$ cat config.mk
export PLATFORM = sky130hd
export DESIGN_NAME = fp_acc_seq
export DESIGN_NICKNAME = d
export VERILOG_FILES = /design/src/rtl/fp_acc_seq.sv
export SDC_FILE = /design/constraint.sdc
export NUM_CORES = 1
export LEC_CHECK = 0
export ABC_AREA = 1
export BUFFER_PORTS_ARGS = -buffer_cell sky130_fd_sc_hd__buf_2
export CAP_MARGIN = 20
export CORE_MARGIN = 2
export CORE_UTILIZATION = 30
export CTS_CLUSTER_SIZE = 8
export DETAILED_ROUTE_END_ITERATION = 10
export PLACE_DENSITY = 0.56
export SETUP_SLACK_MARGIN = 0.4
export SKIP_LAST_GASP = 1
export SLEW_MARGIN = 10
export SYNTH_ARGS = -nofsm -noshare
export SYNTH_HDL_FRONTEND = slang
export SYNTH_SLANG_ARGS = --single-unit
$ cat constraint.sdc
create_clock -name clk -period 11.4 [get_ports clk]
set_input_delay 0.57 -clock clk [delete_from_list [all_inputs] [get_ports clk]]
set_output_delay 0.57 -clock clk [all_outputs]
set_load 0.005 [all_outputs]
$ cat src/rtl/fp_acc_seq.sv
// -----------------------------------------------------------------------------
// fp_acc_seq -- sequential IEEE-754 single-precision accumulator.
//
// Accepts a packet of up to LEN float32 terms on a valid/ready stream and
// returns x0 +/- x1 +/- ... +/- x(n-1) on a valid/ready output. One shared
// fpu adder is reused for every term. Rounding mode and add/sub are captured
// with the first term of each packet.
//
// Ports (fp_acc_seq):
//   clk, rst               clock (rising edge), synchronous active-high reset
//   rmode[1:0], sub_mode   rounding mode / subtract later terms (per packet)
//   in_valid/in_ready      input term handshake
//   in_data[31:0], in_last float32 term, end-of-packet marker
//   out_valid/out_ready    result handshake
//   out_data[31:0]         accumulated result
//   out_count[CW-1:0]      number of terms in the packet
//   out_overflow/out_inexact/out_nan  sticky exception flags of the packet
//
// Ports (fpu, add/sub subset):
//   clk, rmode[1:0], fpu_op[2:0] (0 add, 1 sub, others give qNaN)
//   opa, opb[31:0] operands; out[31:0], overflow, ine, qnan, snan
//   Results appear LAT clock edges after the operands settle.
// -----------------------------------------------------------------------------

module fpu #(
  parameter int LAT = 3
) (
  input  logic        clk,
  input  logic [1:0]  rmode,
  input  logic [2:0]  fpu_op,
  input  logic [31:0] opa,
  input  logic [31:0] opb,
  output logic [31:0] out,
  output logic        overflow,
  output logic        ine,
  output logic        qnan,
  output logic        snan
);

  localparam logic [31:0] QNAN_VAL = 32'h7FC00000;

  // Leading-zero count of a 27-bit value (27 when the value is zero).
  function automatic logic [4:0] lzc27(input logic [26:0] v);
    lzc27 = 5'd27;
    for (int i = 0; i < 27; i++)
      if (v[i]) lzc27 = 5'(26 - i);
  endfunction

  // Round-increment decision from lsb and guard/round/sticky bits.
  // Modes: 0 nearest-even, 1 toward zero, 2 toward +inf, 3 toward -inf.
  function automatic logic rnd_inc(input logic [1:0] rm, input logic sgn,
                                   input logic lsb, input logic [2:0] grs);
    case (rm)
      2'd0:    rnd_inc = grs[2] & (grs[1] | grs[0] | lsb);
      2'd1:    rnd_inc = 1'b0;
      2'd2:    rnd_inc = ~sgn & (|grs);
      default: rnd_inc = sgn & (|grs);
    endcase
  endfunction

  // Overflowed result: modes rounding toward zero saturate to max finite.
  function automatic logic [31:0] sat_ovf(input logic [1:0] rm, input logic sgn);
    if (rm == 2'd1 || (rm == 2'd2 && sgn) || (rm == 2'd3 && !sgn))
      sat_ovf = {sgn, 31'h7F7FFFFF};
    else
      sat_ovf = {sgn, 31'h7F800000};
  endfunction

  logic        w_bsgn, w_swap, w_eff_sub, w_stk, w_inc, w_ovf;
  logic        w_a_nan, w_b_nan, w_a_inf, w_b_inf;
  logic        w_big_s, w_sml_s;
  logic [30:0] w_big_f, w_sml_f;
  logic [7:0]  w_big_e, w_sml_e, w_d;
  logic [23:0] w_big_m, w_sml_m;
  logic [26:0] w_big_x, w_sml_x, w_nrm;
  logic [27:0] w_sum;
  logic [8:0]  w_er;
  logic [4:0]  w_lz, w_sh;
  logic [30:0] w_pk;
  logic [31:0] w_res_out;
  logic        w_res_ovf, w_res_ine, w_res_qnan, w_res_snan;
  logic [35:0] w_res, w_pipe_out;

  always_comb begin
    w_bsgn  = opb[31] ^ fpu_op[0];
    w_a_nan = (&opa[30:23]) & (|opa[22:0]);
    w_b_nan = (&opb[30:23]) & (|opb[22:0]);
    w_a_inf = (&opa[30:23]) & ~(|opa[22:0]);
    w_b_inf = (&opb[30:23]) & ~(|opb[22:0]);

    // Order operands by magnitude so the aligned difference is never negative.
    w_swap  = opb[30:0] > opa[30:0];
    w_big_s = w_swap ? w_bsgn : opa[31];
    w_sml_s = w_swap ? opa[31] : w_bsgn;
    w_big_f = w_swap ? opb[30:0] : opa[30:0];
    w_sml_f = w_swap ? opa[30:0] : opb[30:0];
    w_big_e = (w_big_f[30:23] == 8'd0) ? 8'd1 : w_big_f[30:23];
    w_sml_e = (w_sml_f[30:23] == 8'd0) ? 8'd1 : w_sml_f[30:23];
    w_big_m = {|w_big_f[30:23], w_big_f[22:0]};
    w_sml_m = {|w_sml_f[30:23], w_sml_f[22:0]};
    w_d     = w_big_e - w_sml_e;

    // Three extra low bits carry guard/round/sticky through alignment.
    w_big_x = {w_big_m, 3'b000};
    if (w_d > 8'd26) begin
      w_sml_x = '0;
      w_stk   = |w_sml_m;
    end else begin
      w_sml_x = {w_sml_m, 3'b000} >> w_d;
      w_stk   = |({w_sml_m, 3'b000} & ~({27{1'b1}} << w_d));
    end
    w_sml_x[0] = w_sml_x[0] | w_stk;

    w_eff_sub = w_big_s ^ w_sml_s;
    w_sum = w_eff_sub ? ({1'b0, w_big_x} - {1'b0, w_sml_x})
                      : ({1'b0, w_big_x} + {1'b0, w_sml_x});

    // Normalise; left shifts stop at exponent 1 so tiny results go subnormal.
    w_lz = lzc27(w_sum[26:0]);
    w_er = {1'b0, w_big_e};
    w_sh = '0;
    if (w_sum[27]) begin
      w_nrm = {w_sum[27:2], w_sum[1] | w_sum[0]};
      w_er  = w_er + 9'd1;
    end else begin
      w_sh  = (9'(w_lz) < w_er) ? w_lz : 5'(w_er - 9'd1);
      w_nrm = w_sum[26:0] << w_sh;
      w_er  = w_er - 9'(w_sh);
    end

    // Rounding increment on the packed exponent/fraction lets a fraction
    // carry ripple into the exponent (also lifts subnormals to normal).
    w_inc = rnd_inc(rmode, w_big_s, w_nrm[3], w_nrm[2:0]);
    w_pk  = {(w_nrm[26] ? w_er[7:0] : 8'd0), w_nrm[25:3]} + 31'(w_inc);
    w_ovf = (w_er >= 9'd255) || (w_pk[30:23] == 8'hFF);

    w_res_out  = {w_big_s, w_pk};
    w_res_ovf  = 1'b0;
    w_res_ine  = |w_nrm[2:0];
    w_res_qnan = 1'b0;
    w_res_snan = (w_a_nan & ~opa[22]) | (w_b_nan & ~opb[22]);
    if (fpu_op[2:1] != 2'b00 || w_a_nan || w_b_nan ||
        (w_a_inf && w_b_inf && (opa[31] != w_bsgn))) begin
      w_res_out  = QNAN_VAL;
      w_res_qnan = 1'b1;
      w_res_ine  = 1'b0;
    end else if (w_a_inf) begin
      w_res_out = {opa[31], 8'hFF, 23'd0};
      w_res_ine = 1'b0;
    end else if (w_b_inf) begin
      w_res_out = {w_bsgn, 8'hFF, 23'd0};
      w_res_ine = 1'b0;
    end else if (w_sum == 28'd0) begin
      // Exact zero: -0 only for -0 + -0, or a cancellation rounding down.
      w_res_out = {(w_big_s & w_sml_s) | (w_eff_sub & (rmode == 2'd3)), 31'd0};
      w_res_ine = 1'b0;
    end else if (w_ovf) begin
      w_res_out = sat_ovf(rmode, w_big_s);
      w_res_ovf = 1'b1;
      w_res_ine = 1'b1;
    end
  end

  assign w_res = {w_res_out, w_res_ovf, w_res_ine, w_res_qnan, w_res_snan};

  generate
    if (LAT == 0) begin : g_comb
      assign w_pipe_out = w_res;
    end else begin : g_pipe
      logic [35:0] r_pipe [LAT];
      always_ff @(posedge clk) begin
        r_pipe[0] <= w_res;
        for (int i = 1; i < LAT; i++) r_pipe[i] <= r_pipe[i-1];
      end
      assign w_pipe_out = r_pipe[LAT-1];
    end
  endgenerate

  assign {out, overflow, ine, qnan, snan} = w_pipe_out;

endmodule

module fp_acc_seq #(
  parameter  int LEN     = 8,
  parameter  int ADD_LAT = 4,
  localparam int CW      = $clog2(LEN + 1)
) (
  input  logic          clk,
  input  logic          rst,
  input  logic [1:0]    rmode,
  input  logic          sub_mode,
  input  logic          in_valid,
  output logic          in_ready,
  input  logic [31:0]   in_data,
  input  logic          in_last,
  output logic          out_valid,
  input  logic          out_ready,
  output logic [31:0]   out_data,
  output logic [CW-1:0] out_count,
  output logic          out_overflow,
  output logic          out_inexact,
  output logic          out_nan
);

  localparam int TW = $clog2(ADD_LAT + 1);

  typedef enum logic [1:0] {S_IDLE, S_WAIT_IN, S_ADD, S_DONE} state_t;

  state_t        r_state, w_next;
  logic [31:0]   r_acc, r_term;
  logic          r_last, r_sub;
  logic [1:0]    r_rmode;
  logic [CW-1:0] r_cnt, w_cnt_inc;
  logic [TW-1:0] r_timer;
  logic          r_ovf, r_ine, r_nan;
  logic [31:0]   r_hold_data;
  logic [CW-1:0] r_hold_cnt;
  logic          r_hold_ovf, r_hold_ine, r_hold_nan;
  logic          w_hs, w_add_done;
  logic [31:0]   w_fpu_out;
  logic          w_fpu_ovf, w_fpu_ine, w_fpu_qnan, w_fpu_snan;

  // Operands stay registered for the whole ADD state; the core adds
  // ADD_LAT-1 register stages so its output is settled on the last ADD cycle.
  fpu #(.LAT(ADD_LAT - 1)) u_fpu (
    .clk      (clk),
    .rmode    (r_rmode),
    .fpu_op   ({2'b00, r_sub}),
    .opa      (r_acc),
    .opb      (r_term),
    .out      (w_fpu_out),
    .overflow (w_fpu_ovf),
    .ine      (w_fpu_ine),
    .qnan     (w_fpu_qnan),
    .snan     (w_fpu_snan)
  );

  assign w_cnt_inc  = r_cnt + 1'b1;
  assign w_add_done = (r_state == S_ADD) && (r_timer == TW'(1));

  always_ff @(posedge clk) begin
    if (rst) r_state <= S_IDLE;
    else     r_state <= w_next;
  end

  always_comb begin
    w_next    = r_state;
    in_ready  = 1'b0;
    out_valid = 1'b0;
    case (r_state)
      S_IDLE:    in_ready = ~rst;
      S_WAIT_IN: in_ready = ~rst;
      S_ADD:     in_ready = 1'b0;
      S_DONE:    out_valid = 1'b1;
      default:   in_ready = 1'b0;
    endcase
    w_hs = in_valid & in_ready;
    case (r_state)
      S_IDLE:
        if (w_hs) w_next = (LEN == 1 || in_last) ? S_DONE : S_WAIT_IN;
      S_WAIT_IN:
        if (w_hs) w_next = S_ADD;
      S_ADD:
        if (w_add_done)
          w_next = (w_cnt_inc == CW'(LEN) || r_last) ? S_DONE : S_WAIT_IN;
      S_DONE:
        if (out_ready) w_next = S_IDLE;
      default:
        w_next = S_IDLE;
    endcase
  end

  // Packet datapath; the reset state machine decides what gets used, so
  // anything written here during a discarded packet is simply overwritten.
  always_ff @(posedge clk) begin
    case (r_state)
      S_IDLE:
        if (w_hs) begin
          r_acc   <= in_data;
          r_cnt   <= CW'(1);
          r_rmode <= rmode;
          r_sub   <= sub_mode;
          r_ovf   <= 1'b0;
          r_ine   <= 1'b0;
          r_nan   <= 1'b0;
        end
      S_WAIT_IN:
        if (w_hs) begin
          r_term  <= in_data;
          r_last  <= in_last;
          r_timer <= TW'(ADD_LAT);
        end
      S_ADD: begin
        r_timer <= r_timer - 1'b1;
        if (w_add_done) begin
          r_acc <= w_fpu_out;
          r_ovf <= r_ovf | w_fpu_ovf;
          r_ine <= r_ine | w_fpu_ine;
          r_nan <= r_nan | w_fpu_qnan | w_fpu_snan;
          r_cnt <= w_cnt_inc;
        end
      end
      default: ;
    endcase
  end

  // Result copies keep the last packet visible after the handshake.
  always_ff @(posedge clk) begin
    if (rst) begin
      r_hold_data <= '0;
      r_hold_cnt  <= '0;
      r_hold_ovf  <= 1'b0;
      r_hold_ine  <= 1'b0;
      r_hold_nan  <= 1'b0;
    end else if (r_state == S_DONE) begin
      r_hold_data <= r_acc;
      r_hold_cnt  <= r_cnt;
      r_hold_ovf  <= r_ovf;
      r_hold_ine  <= r_ine;
      r_hold_nan  <= r_nan;
    end
  end

  assign out_data     = (r_state == S_DONE) ? r_acc : r_hold_data;
  assign out_count    = (r_state == S_DONE) ? r_cnt : r_hold_cnt;
  assign out_overflow = (r_state == S_DONE) ? r_ovf : r_hold_ovf;
  assign out_inexact  = (r_state == S_DONE) ? r_ine : r_hold_ine;
  assign out_nan      = (r_state == S_DONE) ? r_nan : r_hold_nan;

endmodule

# ---- Yosys cells after proc, flatten, opt, wreduce, memory -nomap -nowiden
# Memories as Yosys holds them, arrays and structs flattened.
# Cells that the tools add are included.
# W data, S select, Z words.
dict set report totals {
  ramBits 108
  reg_bits 119
  romBits 0
  latchBits 0
  n_memories 1
  wordCells 200
  output_inout_bits 41
  inputBits 40
}
dict set report op_classes {
  multipliers 0
  order_cmp 4
  shifts 3
  addsub 9
  muxes 87
  bitwise 32
  reduce_logical 34
  div 0
  n_eq_ne 14
}
# memory words word_bits read_ports rd_clocked_by_memory_dff write_ports line_no
set memory_table {}
lappend memory_table {u_fpu.g_pipe.r_pipe 3 36 3 0 3 170} ;# logic [35:0] r_pipe [LAT];
# cell n
set op_table {}
lappend op_table {{$mux W32} 7}
lappend op_table {{$mux W5} 27}
lappend op_table {{$mux W31} 3}
lappend op_table {{$pmux W32 S2} 1}
lappend op_table {{$mux W27} 2}
lappend op_table {{$reduce_or A23 Y1} 2}
lappend op_table {{$add A31 B1 Y31} 1}
lappend op_table {{$gt A31 B31 Y1} 1}
lappend op_table {{$reduce_or A31 Y1} 1}
lappend op_table {{$add A27 B27 Y28} 1}
lappend op_table {{$logic_not A28 Y1} 1}
lappend op_table {{$mux W28} 1}
lappend op_table {{$sub A27 B27 Y28} 1}
lappend op_table {{$and A27 B27 Y27} 1}
lappend op_table {{$not A27 Y27} 1}
lappend op_table {{$reduce_or A27 Y1} 1}
lappend op_table {{$shl A27 B5 Y27} 1}
lappend op_table {{$shl A27 B8 Y27 const A} 1}
lappend op_table {{$shr A27 B8 Y27} 1}
lappend op_table {{$mux W1} 24}
lappend op_table {{$mux W24} 1}
lappend op_table {{$mux W8} 3}
lappend op_table {{$logic_not A8 Y1} 2}
lappend op_table {{$reduce_and A8 Y1} 2}
lappend op_table {{40 further kinds} 96}

# ---- Depth between registers and ports, before layout
dict set report logic_depth {
  depth_word 56
  depth_mapped 107
  mapped_depth_nobuf 103
}

# ---- By module
# From an unflattened synthesis, not the netlist that was laid out.
dict set report hier_totals {
  cells_unflattened 2767
  area_unflattened_um2 18383.9
}
# module cells_per_inst n_inst area_each_um2 seq_area_each_um2
set by_module_without_submodules {}
lappend by_module_without_submodules {fpu 2315 1 13633.1 2162.1}
lappend by_module_without_submodules {fp_acc_seq 452 1 4750.8 3163.0}

# ---- Worst setup path after synthesis
# OpenSTA, ideal clock, no wires.
dict set report synth_timing {
  path_type {reg2reg}
  startpoint {register r_term[30]}
  endpoint {memory u_fpu.g_pipe.r_pipe[0][18]}
  stages_incl_launch_ff 100
  setup_slack_ps -361
  setup_time_ps 114
  synth_period_minus_slack_ps 11761
  arrival_time_ps 11647
  cell_sequence {edfxtp_1 > ha_1 > nand2_1 > nor2_2 > nand4_2 > nor3_1 > nand2_1 > nand2_4 > nand2_4 > buf_6 > buf_2 > nand2_1 > o21ai_0 > inv_1 > nor3_1 > a21oi_1 > ha_1 > inv_1 > (+64 left out) > or2_2 > nand2_1 > a21oi_1 > o21ai_0 > a21oi_1 > xor2_1 > nor2_1 > inv_1 > nand4_1 > nand2_1 > nand2_1 > nor2_1 > nand2_2 > nand2_4 > nand2_2 > nand2_4 > buf_8 > nor2_2}
}
# item line_no
set synth_rtl {}
lappend synth_rtl {{start, declared} 210} ;# logic [31:0] r_acc, r_term;
lappend synth_rtl {{start signal, assigned} 289} ;# r_term <= in_data;
lappend synth_rtl {{end, declared} 170}

==> flow_metrics.env <==
export IMPL_netlist_top_cells_area="nand2_1 17%, dfxtp_1 17%, edfxtp_1 13%"
export IMPL_cts_max_path_buffers=3
export IMPL_start_util_pct=30.5
export IMPL_worstHoldPathType="primary input to flop"
export IMPL_netlist_area_mm2=0.0181
export IMPL_ys_ff_latch=227
export IMPL_met2WireLength_um=31100
export IMPL_finalHoldViolCount=0
export IMPL_final_layout_size_suffix_gt1_share_pct=30.9
export IMPL_synth_edff_count=78
export IMPL_yosysTopAreaCellShare_pct=17.2
export IMPL_wl_per_cell_um=16.6
export IMPL_die_w_um=249
export IMPL_final_util_pct=42.7
export IMPL_first_iter_violations=1613
export IMPL_placed_cells=3914
export IMPL_track_usage_pct=20.9
export IMPL_clock_latency_ps=500
export IMPL_layout_cells_non_filler=4073
export IMPL_fmax_ghz=0.0871
export IMPL_postLayoutSetupSlackWorst_ps=-76.2
export IMPL_layout_nets=3434
export IMPL_yosysTopAreaCell="nand2_1"
export IMPL_num_vias=19800
export IMPL_gp_congestion=0.973
export IMPL_drt_total_wl_um=67500
export IMPL_syn_inst=2762
export IMPL_cts_buffers=34
export IMPL_ys_flop_type="dfxtp_1"
export IMPL_grt_pass1_vias=18900
export IMPL_n_antenna_cell=0
export IMPL_ant_nets=0
export IMPL_cts_tree="done"
export IMPL_syn_area_per_cell_um2=6.54
export IMPL_fin_skew_ps=14.4
export IMPL_num_rows=89
export IMPL_areaGrowthSynthToFinish_pct=39.9
export IMPL_ys_seq_area_share_pct=29.5
export IMPL_critPathMaxStageDelay_ps=440
export IMPL_critPathRequiredTime_ps=11810
export IMPL_wl_met1_um=31400
export IMPL_synthXorXnorAreaFrac_pct=2.27
export IMPL_period_needed_ps=11480
export IMPL_setup_viol=31
export IMPL_rsz0062_at_grt="yes"
export IMPL_synthAdderAreaFrac_pct=7.95
export IMPL_num_fill_cells=6184
export IMPL_crit_type="flop to flop"
export IMPL_die_h_um=249
export IMPL_htreeDepth=2
export IMPL_grt_max_degree=72
export IMPL_violations="negative setup slack"
export IMPL_multi_input_area_mm2=0.0123
export IMPL_slew_headroom_pct=19.5
export IMPL_synth_compound_area_share_pct=9.11
export IMPL_synth_simple_area_share_pct=40.8
export IMPL_root_buffer="clkbuf_16"
export IMPL_tns_ps=-1490
export IMPL_cts_sinks=227
export IMPL_maxCapViolations=0
export IMPL_post_dp_hpwl_um=53400
export IMPL_fin_crit_sh_pct=101
export IMPL_synthArstFlopShare_pct=0
export IMPL_ys_warn_count=0
export IMPL_crit_path_start_kind="flop"
export IMPL_worst_pin_slew_ps=1200
export IMPL_grt_pass1_wl_um=104000
export IMPL_overflow=0
export IMPL_regArea_mm2=0.00533
export IMPL_synth_net_count=2915
export IMPL_netlist_cell_type_count=64
export IMPL_cts_clk_slew_worst_paths_ps=50
export IMPL_hold_ws_ps=271
export IMPL_slew_violations=0
export IMPL_crit_path_top_delay_cell="edfxtp_1"
export IMPL_end_kind="flop"
export IMPL_vias_per_cell=4.87
export IMPL_status="finished, violations left"
export IMPL_pin_count=81
export IMPL_crit_top_cell="nand2_2"
export IMPL_met3_length_um=3530
export IMPL_port_buffers=80
export IMPL_muxShareOfSynthArea_pct=0.0624
export IMPL_dieArea_mm2=0.0622
export IMPL_antenna_found_initial=4
export IMPL_critical_path_peak_fanout=7
export IMPL_dr_max_layer_used="met4"
export IMPL_synth_top_family_by_area="simple AND/OR/NAND/NOR gates"
export IMPL_drc=0
export IMPL_arrival_ps=11890
export IMPL_detail_route_first_pass_iterations=5
export IMPL_core_area_mm2=0.0592
-- final timing paths --
path	endpoint	slack [ps]	from	cells past startpoint
hold reg to reg	u_fpu.g_pipe.r_pipe[0][39]	320	u_fpu.g_pipe.r_pipe[0][3]	0
setup reg to reg	u_fpu.g_pipe.r_pipe[0][15]	-80	r_term[30]	92
setup / recovery	u_fpu.g_pipe.r_pipe[0][15]	-80	r_term[30]	92
hold / removal	r_term[25]	270	in_data[25]	1
-- flip-flops by register name, summed over array words and instances (netlist names), 2 cells and up --
| register | count |
|---|---|
| u_fpu.g_pipe.r_pipe | 108 |
| r_acc | 32 |
| r_hold_data | 32 |
| r_term | 32 |
| r_cnt | 4 |
| r_hold_cnt | 4 |
| r_timer | 3 |
| r_rmode | 2 |
| r_state | 2 |
-- area by class of cell --
class                   count  share of cell area (%)
multi-input cells        2106                    48.7
clock inverters             3                   0.178
flip-flops and latches    227                    21.1
inverters                 339                    5.11
well taps                 773                    3.83
clock buffers              52                    3.63
repair buffers            573                    17.5
-- routing by layer --
layer  GRT usage (%)  vias up
met5               0        -
met4            4.29        0
met1            29.6     9232
met2            34.5      542
li1                -     9997
met3            2.06       78
-- through the flow --
stage,area [um2],setup slack (ps)
final,25300,-76.2
after detailed placement,22200,-359
after CTS,24400,125
after global placement,22200,-327
after floorplan,18400,366
after global routing,25300,-925
-- critical path: cells and delay by family, from the launching register on --
family,cells,cell delay (ps)
fa+ha+maj,8,2080
compound gates,15,2270
flops,1,440
buf+inv,13,1270
xor+xnor,1,170
simple gates,55,5130
-- cells by family after synthesis --
logic type / count (synthesis)
AO/OA/AOI/OAI: 287
XOR/XNOR: 45
adder cells (fa/ha/maj): 113
buffers and inverters: 435
flip-flops: 227
multiplexers: 1
AND/OR/NAND/NOR: 1654
-- cell usage in the layout, fill, tap and decap left out, types with 8 or more instances in the layout --
cell / synthesis / routed
nor3_1: 17 / 11
or2_2: 42 / 41
nand2_4: 11 / 20
nor4_1: 9 / 9
nor2_1: 228 / 195
a21oi_1: 97 / 80
o21ai_2: 4 / 17
buf_12: 0 / 12
xor2_1: 31 / 27
o21ai_0: 104 / 88
o211ai_1: 8 / 8
nand3_2: 7 / 49
buf_2: 22 / 80
inv_2: 24 / 35
and2_1: 9 / 8
nand2_1: 826 / 766
clkbuf_16: 0 / 37
nand3_1: 388 / 340
a21oi_2: 5 / 16
nand4_1: 41 / 41
nor2_2: 31 / 54
ha_4: 0 / 18
dfxtp_1: 149 / 149
ha_1: 110 / 92
buf_6: 8 / 18
edfxtp_1: 78 / 78
xnor2_1: 12 / 11
inv_1: 311 / 296
nand2_8: 2 / 13
o21ai_1: 17 / 16
buf_4: 21 / 456
clkbuf_1: 33 / 18
nor2_4: 4 / 14
nand2_2: 28 / 74
-- synthesized netlist by cell type (4+ instances only) --
| master | number |
|---|---|
| nor2_2 | 31 |
| a211oi_1 | 5 |
| buf_4 | 21 |
| inv_1 | 311 |
| o31ai_1 | 5 |
| nor3_1 | 17 |
| buf_8 | 4 |
| xor2_1 | 31 |
| nand2_2 | 28 |
| nor2_1 | 228 |
| o21ai_0 | 104 |
| ha_1 | 110 |
| nand2_4 | 11 |
| or2_2 | 42 |
| nand4_1 | 41 |
| o211ai_1 | 8 |
| a21oi_2 | 5 |
| nor2_4 | 4 |
| clkbuf_1 | 33 |
| o21bai_1 | 5 |
| xnor2_1 | 12 |
| buf_6 | 8 |
| o21ai_2 | 4 |
| a31oi_1 | 10 |
| nand2_1 | 826 |
| edfxtp_1 | 78 |
| or2_1 | 4 |
| o22ai_1 | 6 |
| a21oi_1 | 97 |
| nor4_1 | 9 |
| buf_1 | 7 |
| o21ai_1 | 17 |
| dfxtp_1 | 149 |
| inv_2 | 24 |
| nand3_2 | 7 |
| and2_1 | 9 |
| nand3_1 | 388 |
| buf_2 | 22 |
-- timing repair --
item	CTS	global route
setup buffers	67	27
pin swaps	92	118
cloned	5	5
hold buffers	0	0
endpoints found under the hold margin	0	0
gates resized for setup	140	124
setup endpoints to repair	33	33
Power is not shown: default switching activity piles up to over one toggle a cycle in this logic, so the estimate is an artifact.
